### src/rtl/game_pkg.sv
// game_pkg: definitions shared by the gameplay blocks (player damage,
// monster, renderer).
//   - game_state_e : encodings of the global game state
//   - coord_t      : 10-bit screen coordinate / half-size
//   - screen bounds and player life defaults
//   - pd_state_e   : player damage sequencer states
package game_pkg;

  typedef enum logic [3:0] {
    GS_START = 4'd0,
    GS_INTRO = 4'd1,
    GS_PLAY  = 4'd2,
    GS_OVER  = 4'd3
  } game_state_e;

  typedef logic [9:0] coord_t;

  localparam int ARENA_LEFT    = 200;
  localparam int SCREEN_HEIGHT = 480;

  localparam int LIFE_INIT_DEF     = 5;
  localparam int LIFE_MAX_DEF      = 9;
  localparam int INVULN_FRAMES_DEF = 30;

  typedef enum logic [1:0] {
    PD_IDLE   = 2'd0,
    PD_ALIVE  = 2'd1,
    PD_INVULN = 2'd2,
    PD_DEAD   = 2'd3
  } pd_state_e;

endpackage

### src/rtl/box_overlap.sv
// box_overlap: combinational test for two axis-aligned boxes given as
// centre + half-size. Boxes touching exactly on an edge count as overlapping.
// Ports:
//   ax, ay, as : box A centre and half-size
//   bx, by, bs : box B centre and half-size
//   overlap    : 1 when |ax-bx| <= as+bs and |ay-by| <= as+bs
module box_overlap
  import game_pkg::*;
(
  input  coord_t ax,
  input  coord_t ay,
  input  coord_t as,
  input  coord_t bx,
  input  coord_t by,
  input  coord_t bs,
  output logic   overlap
);

  // 11-bit signed differences so a fireball left of / above the player
  // yields a true negative instead of a 10-bit wrap.
  logic signed [10:0] dx_s, dy_s;
  logic [10:0] dx, dy, reach;

  always_comb begin
    dx_s    = $signed({1'b0, ax}) - $signed({1'b0, bx});
    dy_s    = $signed({1'b0, ay}) - $signed({1'b0, by});
    dx      = dx_s[10] ? 11'(-dx_s) : 11'(dx_s);
    dy      = dy_s[10] ? 11'(-dy_s) : 11'(dy_s);
    reach   = {1'b0, as} + {1'b0, bs};
    overlap = (dx <= reach) && (dy <= reach);
  end

endmodule

### src/rtl/player_damage.sv
// player_damage: takes fireball hits on the player, tracks life count and
// the post-hit invulnerability window, and drives game-over / blink.
// Ports:
//   frame_clk, Reset            : frame clock, synchronous active-high reset
//   game_state                  : global game state (PLAY_STATE = gameplay)
//   BallX, BallY, BallS         : player centre and half-size
//   fireballX/Y/S, fireball_exist : fireball centre, half-size, in flight
//   heal_pulse                  : adds one life (saturating)
//   player_life, player_hit, player_invuln, player_blink, player_dead :
//                                 registered status outputs
//
// state  | meaning
// IDLE   | not in gameplay; life held at LIFE_INIT
// ALIVE  | vulnerable; an unconsumed overlap costs one life
// INVULN | post-hit window of INVULN_FRAMES frames, hits ignored
// DEAD   | life 0, game over until game_state leaves gameplay or Reset
module player_damage
  import game_pkg::*;
#(
  parameter int          LIFE_INIT     = LIFE_INIT_DEF,
  parameter int          LIFE_MAX      = LIFE_MAX_DEF,
  parameter int          INVULN_FRAMES = INVULN_FRAMES_DEF,
  parameter logic [3:0]  PLAY_STATE    = GS_PLAY
) (
  input  logic       frame_clk,
  input  logic       Reset,
  input  logic [3:0] game_state,
  input  coord_t     BallX,
  input  coord_t     BallY,
  input  coord_t     BallS,
  input  coord_t     fireballX,
  input  coord_t     fireballY,
  input  coord_t     fireballS,
  input  logic       fireball_exist,
  input  logic       heal_pulse,
  output logic [3:0] player_life,
  output logic       player_hit,
  output logic       player_invuln,
  output logic       player_blink,
  output logic       player_dead
);

  localparam logic [3:0] LIFE_INIT_L = 4'(LIFE_INIT);
  localparam logic [3:0] LIFE_MAX_L  = 4'(LIFE_MAX);
  localparam logic [5:0] INV_LOAD    = 6'(INVULN_FRAMES - 1);

  pd_state_e  state_q, state_n;
  logic [3:0] life_n, life_healed;
  logic [5:0] inv_q, inv_n;
  logic       consumed_q, consumed_n;
  logic       hit_n;
  logic       boxes_touch, overlap, hit_ok;

  box_overlap u_box_overlap (
    .ax      (fireballX),
    .ay      (fireballY),
    .as      (fireballS),
    .bx      (BallX),
    .by      (BallY),
    .bs      (BallS),
    .overlap (boxes_touch)
  );

  assign overlap     = fireball_exist & boxes_touch;
  assign hit_ok      = overlap & ~consumed_q;
  assign life_healed = (player_life >= LIFE_MAX_L) ? LIFE_MAX_L : player_life + 4'd1;

  always_comb begin
    state_n    = state_q;
    life_n     = player_life;
    inv_n      = inv_q;
    consumed_n = consumed_q;
    hit_n      = 1'b0;

    // The latch re-arms whenever the fireball leaves flight.
    if (!fireball_exist) consumed_n = 1'b0;

    if (game_state != PLAY_STATE) begin
      state_n    = PD_IDLE;
      life_n     = LIFE_INIT_L;
      inv_n      = '0;
      consumed_n = 1'b0;
    end else begin
      case (state_q)
        PD_IDLE: state_n = PD_ALIVE;
        PD_ALIVE: begin
          if (hit_ok) begin
            hit_n      = 1'b1;
            consumed_n = 1'b1;
            if (heal_pulse) begin
              // heal cancels the damage; the window still starts
              state_n = PD_INVULN;
              inv_n   = INV_LOAD;
            end else if (player_life <= 4'd1) begin
              state_n = PD_DEAD;
              life_n  = 4'd0;
            end else begin
              state_n = PD_INVULN;
              life_n  = player_life - 4'd1;
              inv_n   = INV_LOAD;
            end
          end else if (heal_pulse) begin
            life_n = life_healed;
          end
        end
        PD_INVULN: begin
          // Swallow the overlap so this fireball cannot hit after the window.
          if (overlap) consumed_n = 1'b1;
          if (heal_pulse) life_n = life_healed;
          if (inv_q == 6'd0) state_n = PD_ALIVE;
          else               inv_n   = inv_q - 6'd1;
        end
        PD_DEAD: life_n = 4'd0;
        default: state_n = PD_IDLE;
      endcase
    end
  end

  always_ff @(posedge frame_clk) begin
    if (Reset) begin
      state_q       <= PD_IDLE;
      player_life   <= LIFE_INIT_L;
      inv_q         <= '0;
      consumed_q    <= 1'b0;
      player_hit    <= 1'b0;
      player_invuln <= 1'b0;
      player_blink  <= 1'b1;
      player_dead   <= 1'b0;
    end else begin
      state_q       <= state_n;
      player_life   <= life_n;
      inv_q         <= inv_n;
      consumed_q    <= consumed_n;
      player_hit    <= hit_n;
      player_invuln <= (state_n == PD_INVULN);
      player_blink  <= (state_n == PD_INVULN) ? ~inv_n[2] : (state_n != PD_DEAD);
      player_dead   <= (state_n == PD_DEAD);
    end
  end

endmodule

### config.mk
export PLATFORM = sky130hd
export DESIGN_NAME = player_damage
export DESIGN_NICKNAME = d
export VERILOG_FILES = /design/src/rtl/game_pkg.sv /design/src/rtl/box_overlap.sv /design/src/rtl/player_damage.sv
export SDC_FILE = /design/constraint.sdc
export NUM_CORES = 1
export LEC_CHECK = 0
export CORE_MARGIN = 2
export CORE_UTILIZATION = 56
export CTS_CLUSTER_SIZE = 28
export DETAILED_ROUTE_END_ITERATION = 10
export PLACE_DENSITY_LB_ADDON = 0.15
export SLEW_MARGIN = 0
export SYNTH_ARGS = -nofsm -noshare
export SYNTH_HDL_FRONTEND = slang
export SYNTH_HIERARCHICAL = 1
export SYNTH_SLANG_ARGS = --single-unit
### constraint.sdc
create_clock -name frame_clk -period 12.59 [get_ports frame_clk]
set_clock_uncertainty 0.05 [all_clocks]
set_input_delay 1.259 -clock frame_clk [delete_from_list [all_inputs] [get_ports frame_clk]]
set_output_delay 1.259 -clock frame_clk [all_outputs]
set_load 0.005 [all_outputs]
Yosys cells after proc, flatten, opt, wreduce, memory -nomap -nowiden
Cells that the tools add are included.
{"block": "totals", "wordCells": 72, "mem_bits_rw": 0, "latch_bits": 0, "input_bits": 68, "memories": 0, "regBits": 17, "romBits": 0}
{"block": "op_classes", "div_mod_pow": 0, "reduce_logical": 9, "n_shift": 0, "addsub": 8, "multipliers": 0, "magnitude_cmp": 4, "n_eq_ne": 11, "n_bitwise": 5, "n_mux": 26}
{"cell": "6-bit 2-to-1 mux", "n": 4}
{"cell": "11-bit <= comparator", "n": 2}
{"cell": "11-bit 2-to-1 mux", "n": 2}
{"cell": "11-bit negator", "n": 2}
{"cell": "10-bit by 10-bit subtractor with 11-bit output", "n": 2}
{"cell": "4-bit 2-to-1 mux", "n": 5}
{"cell": "4-bit case mux with 3 select lines", "n": 1}
{"cell": "6-bit case mux with 2 select lines", "n": 1}
{"cell": "10-bit by 10-bit adder with 11-bit output", "n": 1}
{"cell": "2-bit == test, second input constant", "n": 4}
{"cell": "1-bit 2-to-1 mux", "n": 7}
{"cell": "6-bit zero test", "n": 1}
{"cell": "2-bit 2-to-1 mux", "n": 3}
{"cell": "2-bit inequality test, second input constant", "n": 3}
{"cell": "3-bit inequality test, second input constant", "n": 2}
{"cell": "2-bit case mux with 3 select lines", "n": 1}
{"cell": "6-bit by 1-bit subtractor with 6-bit output, second input constant", "n": 1}
{"cell": "4-bit by 1-bit adder with 4-bit output, second input constant", "n": 1}
{"cell": "4-bit >= comparator, second input constant", "n": 1}
{"cell": "4-bit by 1-bit <= comparator with 1-bit output, second input constant", "n": 1}
{"cell": "4-bit by 2-bit inequality test with 1-bit output, second input constant", "n": 1}
{"cell": "4-bit AND reduction", "n": 1}
{"cell": "4-bit by 1-bit subtractor with 4-bit output, second input constant", "n": 1}
{"cell": "3-bit 2-to-1 mux", "n": 1}
{"cell": "other kinds (11)", "n": 14}

Logic depth before layout (Yosys ltp)
Gate-level depths: netlist (run 1).
{"block": "depth", "depth_word": 12, "mapped_depth": 25, "depth_no_buf": 24}

Cells and area by module
Netlist (run 1), hierarchy kept.
{"module": "box_overlap", "cells_per_inst": 293, "area_per_inst_um2": 2189.6, "instances": 1}
{"module": "player_damage", "cells_per_inst": 142, "area_per_inst_um2": 1143.6, "instances": 1}

Least setup slack after synthesis (run 1)
OpenSTA, ideal clock, no wires.
{"block": "synth_path", "path_type": "input port to flip-flop", "from": "input fireballX[0]", "to": "register inv_q[5]", "path_stages": 22, "t_required_ns": 12.470, "slack_ns": 6.960, "n_path_buf": 0, "arrival_time_ns": 5.510, "path_cell_list": "inv_1 > ha_1 > inv_1 > fa_1 > a211oi_2 > o21bai_1 > a21oi_1 > xor2_1 > nand3_2 > o21ai_0 > xnor2_1 > ha_1 > a21oi_1 > nor2b_1 > a2111oi_0 > nand3b_1 > a2bb2oi_1 > and3b_1 > o32a_1 > o21ai_4 > or4_1 > a21oi_1"}
{"block": "synth_between", "elab_chain_len": 9}
{"element": "start: declaration", "line": "player_damage.sv:31", "rtl": "input coord_t fireballX,"}
{"element": "10-bit by 10-bit subtractor with 11-bit output *", "line": "box_overlap.sv:25", "rtl": "dx_s = $signed({1'b0, ax}) - $signed({1'b0, bx});"}
{"element": "11-bit negator", "line": "box_overlap.sv:27", "rtl": "dx = dx_s[10] ? 11'(-dx_s) : 11'(dx_s);"}
{"element": "11-bit 2-to-1 mux *", "line": "box_overlap.sv:27"}
{"element": "11-bit <= comparator *", "line": "box_overlap.sv:30", "rtl": "overlap = (dx <= reach) && (dy <= reach);"}
{"element": "1-bit logical AND *", "line": "box_overlap.sv:30"}
{"element": "via boxes_touch", "line": "player_damage.sv:52", "rtl": "logic boxes_touch, overlap, hit_ok;"}
{"element": "1-bit bitwise AND *", "line": "player_damage.sv:64", "rtl": "assign overlap = fireball_exist & boxes_touch;"}
{"element": "1-bit bitwise AND *", "line": "player_damage.sv:65", "rtl": "assign hit_ok = overlap & ~consumed_q;"}
{"element": "2-bit inequality test (no line) *"}
{"element": "4-bit AND reduction (no line) *"}
{"element": "end signal: assignment", "line": "player_damage.sv:132", "rtl": "inv_q <= inv_n;"}
{"element": "end: declaration", "line": "player_damage.sv:49", "rtl": "logic [5:0] inv_q, inv_n;"}
The timed path passes the listed nets; every way through them passes the cells marked *.
A chain may end at the register's enable or synchronous reset.

Worst setup path in the final report (run 1)
{"block": "layout_path", "from": "input BallX[5]", "to": "register inv_q[5]"}
{"block": "layout_between", "elab_chain_len": 9}
{"element": "start: declaration", "line": "player_damage.sv:28", "rtl": "input coord_t BallX,"}
{"element": "10-bit by 10-bit subtractor with 11-bit output *", "line": "box_overlap.sv:25"}
{"element": "11-bit negator", "line": "box_overlap.sv:27"}
{"element": "11-bit 2-to-1 mux *", "line": "box_overlap.sv:27"}
{"element": "11-bit <= comparator *", "line": "box_overlap.sv:30"}
{"element": "1-bit logical AND *", "line": "box_overlap.sv:30"}
{"element": "via boxes_touch", "line": "player_damage.sv:52"}
{"element": "1-bit bitwise AND *", "line": "player_damage.sv:64"}
{"element": "1-bit bitwise AND *", "line": "player_damage.sv:65"}
{"element": "2-bit inequality test (no line) *"}
{"element": "4-bit AND reduction (no line) *"}
Marks and branches as above.

==> results of run 1 <==
-- stage by stage --
stage	hold slack, ps	power (mW)	setup slack (ps)	cells	util (%)
after floorplan	395	0.222	6960	435	-
after global placement	406	0.275	6140	579	70.9
after detailed placement	431	0.282	5950	579	70.9
after CTS	440	0.324	6200	583	71.7
after global routing	458	0.355	5680	583	71.7
final	434	0.326	6160	583	71.7
-- cell type report --
cell class              instances  area [µm²]  area share, %
multi-input cells             366        2790           66.6
flip-flops and latches         17         340           8.11
repair buffers                 75         751           17.9
well taps                      75        93.8           2.24
inverters                      46         173           4.12
clock buffers                   4        45.0           1.07
-- cells by family after synthesis --
kind of cell | after synthesis | synth area share (%)
compound gates | 139 | 29.1
simple gates | 124 | 19.6
fa+ha+maj | 65 | 25.1
buf+inv | 52 | 6.01
xor+xnor | 37 | 9.72
flops | 17 | 10.2
mux | 1 | 0.338
-- routing by layer --
layer | up-vias | share of wire [%] | wire [µm]
met1 | 1590 | 44 | 3510
met5 | - | 0 | 0
met3 | 13 | 4.9 | 388
met2 | 105 | 49 | 3900
met4 | 0 | 1.2 | 93
li1 | 1737 | - | -
-- critical path: stages --
cell             delay [ps]
clkdlybuf4s50_1         460
inv_1                    40
ha_1                    390
a2111oi_0               450
a31oi_1                 170
o21a_1                  190
nor2_1                  450
o21ai_0                 220
xnor2_1                 170
ha_1                    330
a21oi_1                 150
nor2b_1                  60
a2111oi_0               520
nand3b_1                130
a2bb2oi_1               310
and3b_1                 280
o32a_1                  240
o21ai_4                 110
or4_1                   510
a21oi_1                 130
-- state kept, by name, summed over array words and instances (netlist names) --
| register | cells |
|---|---|
| consumed_q | 1 |
| inv_q | 6 |
| player_blink | 1 |
| player_dead | 1 |
| player_hit | 1 |
| player_invuln | 1 |
| player_life | 4 |
| state_q | 2 |
-- how the worst max path moves through the flow --
stage / slack [ps] / cells after the start / from / end
global route: 5680 / 20 / BallX[5] / inv_q[5]
global placement: 6140 / 20 / BallX[5] / inv_q[5]
finish: 6160 / 20 / BallX[5] / inv_q[5]
floorplan: 6960 / 22 / fireballX[0] / inv_q[5]
detailed placement: 5950 / 20 / BallX[5] / inv_q[5]
CTS: 6200 / 20 / BallX[5] / inv_q[5]
-- cells in the final DEF (no fill, tap or decap), types with 3 or more instances in the layout --
cell,instances
clkdlybuf4s50_1,75
ha_1,62
inv_1,46
nor2_1,33
a21oi_1,32
nand2_1,29
o21ai_0,28
xnor2_1,26
dfxtp_1,17
xor2_1,11
o21a_1,10
nand3_1,8
nor3_1,8
nor2b_1,8
o211ai_1,6
a211oi_1,6
a21o_1,6
o21bai_1,6
nand2b_1,5
o31ai_1,5
nor4_1,4
nor3b_1,4
a31oi_1,4
a2111oi_0,4
nand4_1,4
o2bb2ai_1,3
a2bb2oi_1,3
o32ai_1,3
clkbuf_8,3
a211oi_2,3
fa_1,3
-- power by group through the flow --
stage               Combinational [mW]  Sequential [mW]  Clock, mW
floorplan                        0.167           0.0551          0
global placement                 0.220           0.0551          0
detailed placement               0.227           0.0551          0
CTS                              0.228           0.0539     0.0413
global route                     0.257           0.0539     0.0441
finish                           0.230           0.0539     0.0417
==> impl_metrics.json, run 1 <==
{
  "run_status": "finished clean",
  "power.switching_uw": 139,
  "drc": 0,
  "netlist_instances": 435,
  "die-area_um2": 6590,
  "detailed_place_hpwl_um": 6610,
  "nets": 642,
  "synth_most_common_cell": "ha_1",
  "place.gp.congestion": 0.906,
  "yosys-top-cells-count": "ha_1, inv_1, nor2_1, a21oi_1, nand2_1",
  "cts_resized": 0,
  "wl_per_cell_um": 13.5,
  "worstSetupStartpointType": "input pin",
  "ant_nets": 0,
  "drt_wl_total_um": 7890,
  "grt_max_degree": 15,
  "min_to": "inv_q[1]",
  "end_kind": "flop",
  "finalCritPeriodShare_pct": 51.1,
  "setup_viol": 0,
  "worstRegToRegCells": 7,
  "power_frac_seq_pct": 16.6,
  "n_fill_cell": 480,
  "grt_antenna_before_repair": 0,
  "syn_area_per_cell_um2": 7.66,
  "grtUsageMet2_pct": 44.4,
  "design_area_um2": 4200,
  "die_y_um": 81.2,
  "grt_util_met3_pct": 1.78,
  "holdPathStages": 2,
  "first_iter_violations": 140,
  "critPathKind": "in2reg",
  "port_buffers": 75,
  "firstDrtPassIters": 5,
  "dpl_cell_area_um2": 4150,
  "grt_setup_unrepaired": "no",
  "finalSetupTns_ps": 0,
  "synth_nets": 568,
  "top_usage_layer": "met2",
  "cp.arrival_ps": 6560,
  "grt_pass1_wl_um": 13000,
  "hold_viol_final": 0,
  "final_max_slew_viol_count": 0,
  "hold_class": "reg2reg",
  "grt_pass1_vias": 3115,
  "yosys.area.top_type_share_pct": 23.3,
  "vias_per_cell": 5.91,
  "switching_share_pct": 42.7,
  "h-tree-depth": 1,
  "initial_core_util_pct": 57.0,
  "dieWidth_um": 81.2,
  "synthFlopType": "dfxtp_1",
  "io-pin-count": 76,
  "worst_pin_slew_ps": 774,
  "cts_hold_buf": 0,
  "ir_drop_v": 0.0000594,
  "p_int_uw": 187,
  "synth_area_leaders": "ha_1, dfxtp_1, xnor2_1",
  "area_growth_pct": 25.9,
  "synthArstFlopShare_pct": 0,
  "met1_usage_pct": 30.5,
  "worstSkewPairLatency_ps": 260,
  "yosysTopAreaCell": "ha_1",
  "drive_above_1_share_pct": 4.92,
  "regToRegEndpoint": "inv_q[5]",
  "critPathMaxFanout": 11,
  "cts.sinks": 17,
  "num_rows": 28,
  "p_per_area_nw_per_um2": 77.6,
  "globalRouteOverflowTotal": 0,
  "synth_edf_count": 0,
  "synth.distinct_cells": 67,
  "slew_headroom_pct": 47.7,
  "r2r-start": "player_life[0]",
  "cts_inserted_buffers": 3,
  "max_freq_mhz": 155,
  "reg2reg_slack_ps": 10330,
  "combPwrFrac_pct": 70.6,
  "vias": 3445,
  "synth-seq-cells": 17,
  "yosysSeqAreaShare_pct": 10.2,
  "cts_tree": "yes",
  "leakage_nw": 1.77,
  "yosys_warnings": 6,
  "clock_power_share_pct": 12.8,
  "cts_setup_buffers": 0,
  "clock_path_buffers": 2,
  "syn-cell-area_um2": 3330,
  "drv_cap": 0,
  "track_usage_pct": 24.1,
  "hp-start": "inv_q[1]",
  "cts_root_buf": "clkbuf_8",
  "worstPathRequired_ps": 12720,
  "clk_pin_slew_ps": 60,
  "min_period_ps": 6430,
  "core_area_um2": 5850,
  "num_antenna_cells": 0
}
Power figures use the tool's default switching activity.
==> run 2, diff against run 1 <==
--- a/config.mk
+++ b/config.mk
@@ -6,7 +6,7 @@
 export NUM_CORES = 1
 export LEC_CHECK = 0
 export CORE_MARGIN = 2
-export CORE_UTILIZATION = 56
+export CORE_UTILIZATION = 47
 export CTS_CLUSTER_SIZE = 28
 export DETAILED_ROUTE_END_ITERATION = 10
 export PLACE_DENSITY_LB_ADDON = 0.15
==> constraint.sdc (replaced) <==
create_clock -name frame_clk -period 5.2 [get_ports frame_clk]
set_clock_uncertainty 0.05 [all_clocks]
set_input_delay 0.52 -clock frame_clk [delete_from_list [all_inputs] [get_ports frame_clk]]
set_output_delay 0.52 -clock frame_clk [all_outputs]
set_load 0.005 [all_outputs]
==> run 2 against run 1 <==
Against the previous run: setup slack worse by 5900 ps; power increased to 3.0 times the previous value; sequential share of layout area is 1.1 points lower; via count increased by 7.2%; hold slack improved by 7.8 ps; first-iteration DRC count unchanged; combinational power rose to 3.2 times the previous value; routed wire length rose by 10%; register-to-register slack lost 7300 ps.
==> impl_metrics.json, run 2 (synthesis results as in run 1) <==
{
  "multi_input_area_um2": 2930,
  "design_area_um2": 4850,
  "setup_viol": 0,
  "worstSetupStartpointType": "input pin",
  "top_register": "inv_q",
  "mostFrequentLayoutCell": "clkdlybuf4s50_1",
  "num_antenna_cells": 0,
  "wl_per_cell_um": 13.0,
  "min_period_ps": 4990,
  "track_usage_pct": 22.0,
  "grt_antenna_before_repair": 0,
  "cp.arrival_ps": 5130,
  "p_per_area_nw_per_um2": 200,
  "detailed_place_hpwl_um": 7010,
  "drive_above_1_share_pct": 19.4,
  "vias_per_cell": 5.54,
  "cts_inserted_buffers": 3,
  "initial_core_util_pct": 48.8,
  "largest_register_ffs": 6,
  "hold_class": "reg2reg",
  "holdWs_ps": 442,
  "area_growth_pct": 45.4,
  "cts.sinks": 17,
  "first_iter_violations": 140,
  "cts_hold_buf": 0,
  "ir_drop_v": 0.000106,
  "critPathKind": "in2reg",
  "end_kind": "flop",
  "largestRegisters": "inv_q x6, player_life x4, state_q x2",
  "drt_wl_total_um": 8700,
  "ant_nets": 0,
  "regArea_um2": 340,
  "vias": 3692,
  "finalCritPeriodShare_pct": 96.0,
  "max_freq_mhz": 200,
  "place.gp.congestion": 0.896,
  "die-area_um2": 7780,
  "h-tree-depth": 1,
  "core_area_um2": 6830,
  "drc": 0,
  "slew_headroom_pct": 57.9,
  "grt_pass1_vias": 3504,
  "clock_path_buffers": 2,
  "firstDrtPassIters": 5,
  "worst_pin_slew_ps": 632,
  "final_cell_mix": "clkdlybuf4s50_1, buf_4, ha_1, inv_1, nor2_1",
  "run_status": "finished clean",
  "nets": 705,
  "io-pin-count": 76,
  "dpl_cell_area_um2": 4610,
  "worstPathRequired_ps": 5340,
  "drv_cap": 0,
  "cts_root_buf": "clkbuf_8",
  "critPathMaxFanout": 6,
  "cts_tree": "yes",
  "num_rows": 30,
  "final_max_slew_viol_count": 0,
  "n_fill_cell": 560,
  "dieWidth_um": 88.2,
  "power.total_uw": 968,
  "die_y_um": 88.2,
  "instances_no_fill": 667,
  "clk_pin_slew_ps": 70,
  "grt_max_degree": 15,
  "place_inst": 658,
  "hold_viol_final": 0,
  "worstSkewPairLatency_ps": 260,
  "port_buffers": 75,
  "grt_pass1_wl_um": 14300,
  "globalRouteOverflowTotal": 0,
  "leakage_nw": 2.14
}
## run 2: path summary, 6_finish.rpt
kind / start / cells after the start / slack, ps / endpoint
worst max-delay path: BallY[0] / 24 / 210 / inv_q[5]
worst min-delay path: inv_q[1] / 2 / 440 / inv_q[1]
worst max register to register: player_life[1] / 7 / 3000 / inv_q[5]
worst min register to register: inv_q[1] / 2 / 440 / inv_q[1]
## run 2: power breakdown
part / switching (mW) / total, mW / leakage (nW) / internal (mW)
Combinational: 0.344 / 0.735 / 1.98 / 0.392
Sequential: 0.000226 / 0.131 / 0.137 / 0.130
Clock: 0.0492 / 0.103 / 0.0255 / 0.0534
## run 2: cell type report
cell class / instances / share of cell area [%]
Clock buffer: 3 / 0.852
Clock inverter: 1 / 0.103
Inverter: 46 / 3.56
Multi-Input combinational cell: 366 / 60.5
Sequential cell: 17 / 7.02
Tap cell: 96 / 2.48
Timing Repair Buffer: 138 / 25.5
## run 2: per-stage QoR
| stage | setup WS [ps] | utilization (%) | setup TNS [ps] |
|---|---|---|---|
| floorplan | 309 | - | 0 |
| global placement | -316 | 67.5 | -1880 |
| detailed placement | -451 | 67.5 | -3300 |
| CTS | 0.462 | 68.9 | 0 |
| global route | -101 | 70.9 | -542 |
| finish | 208 | 70.9 | 0 |
## run 2: worst max-delay path, stage by stage
cell,delay (ps)
clkdlybuf4s50_1,460
ha_1,150
inv_1,50
fa_1,390
a211oi_2,240
o211ai_1,150
a31o_2,290
a21oi_4,200
nand2_1,70
o21ai_0,70
ha_1,260
nor2b_1,130
o21a_1,160
o21a_1,170
o21ai_0,170
a21oi_1,110
nor4_2,180
a2bb2oi_2,170
buf_4,130
and3b_2,200
o32a_1,200
o21ai_4,90
or4_1,420
a21oi_1,150
## run 2: repair_timing
item / 4_1_cts / 5_1_grt
buffers inserted: 1 / 4
gates cloned: 0 / 0
pin swaps: 7 / 18
setup endpoints to repair: 4 / 14
gates resized for setup: 10 / 26
## run 2: metal layers
layer / GRT usage [%] / vias up / part of all wire, %
met5: 0 / - / 0
met4: 8.54 / 0 / 1.9
met3: 1.59 / 15 / 4.3
met2: 38.4 / 106 / 50
met1: 28.2 / 1704 / 44
li1: - / 1867 / -
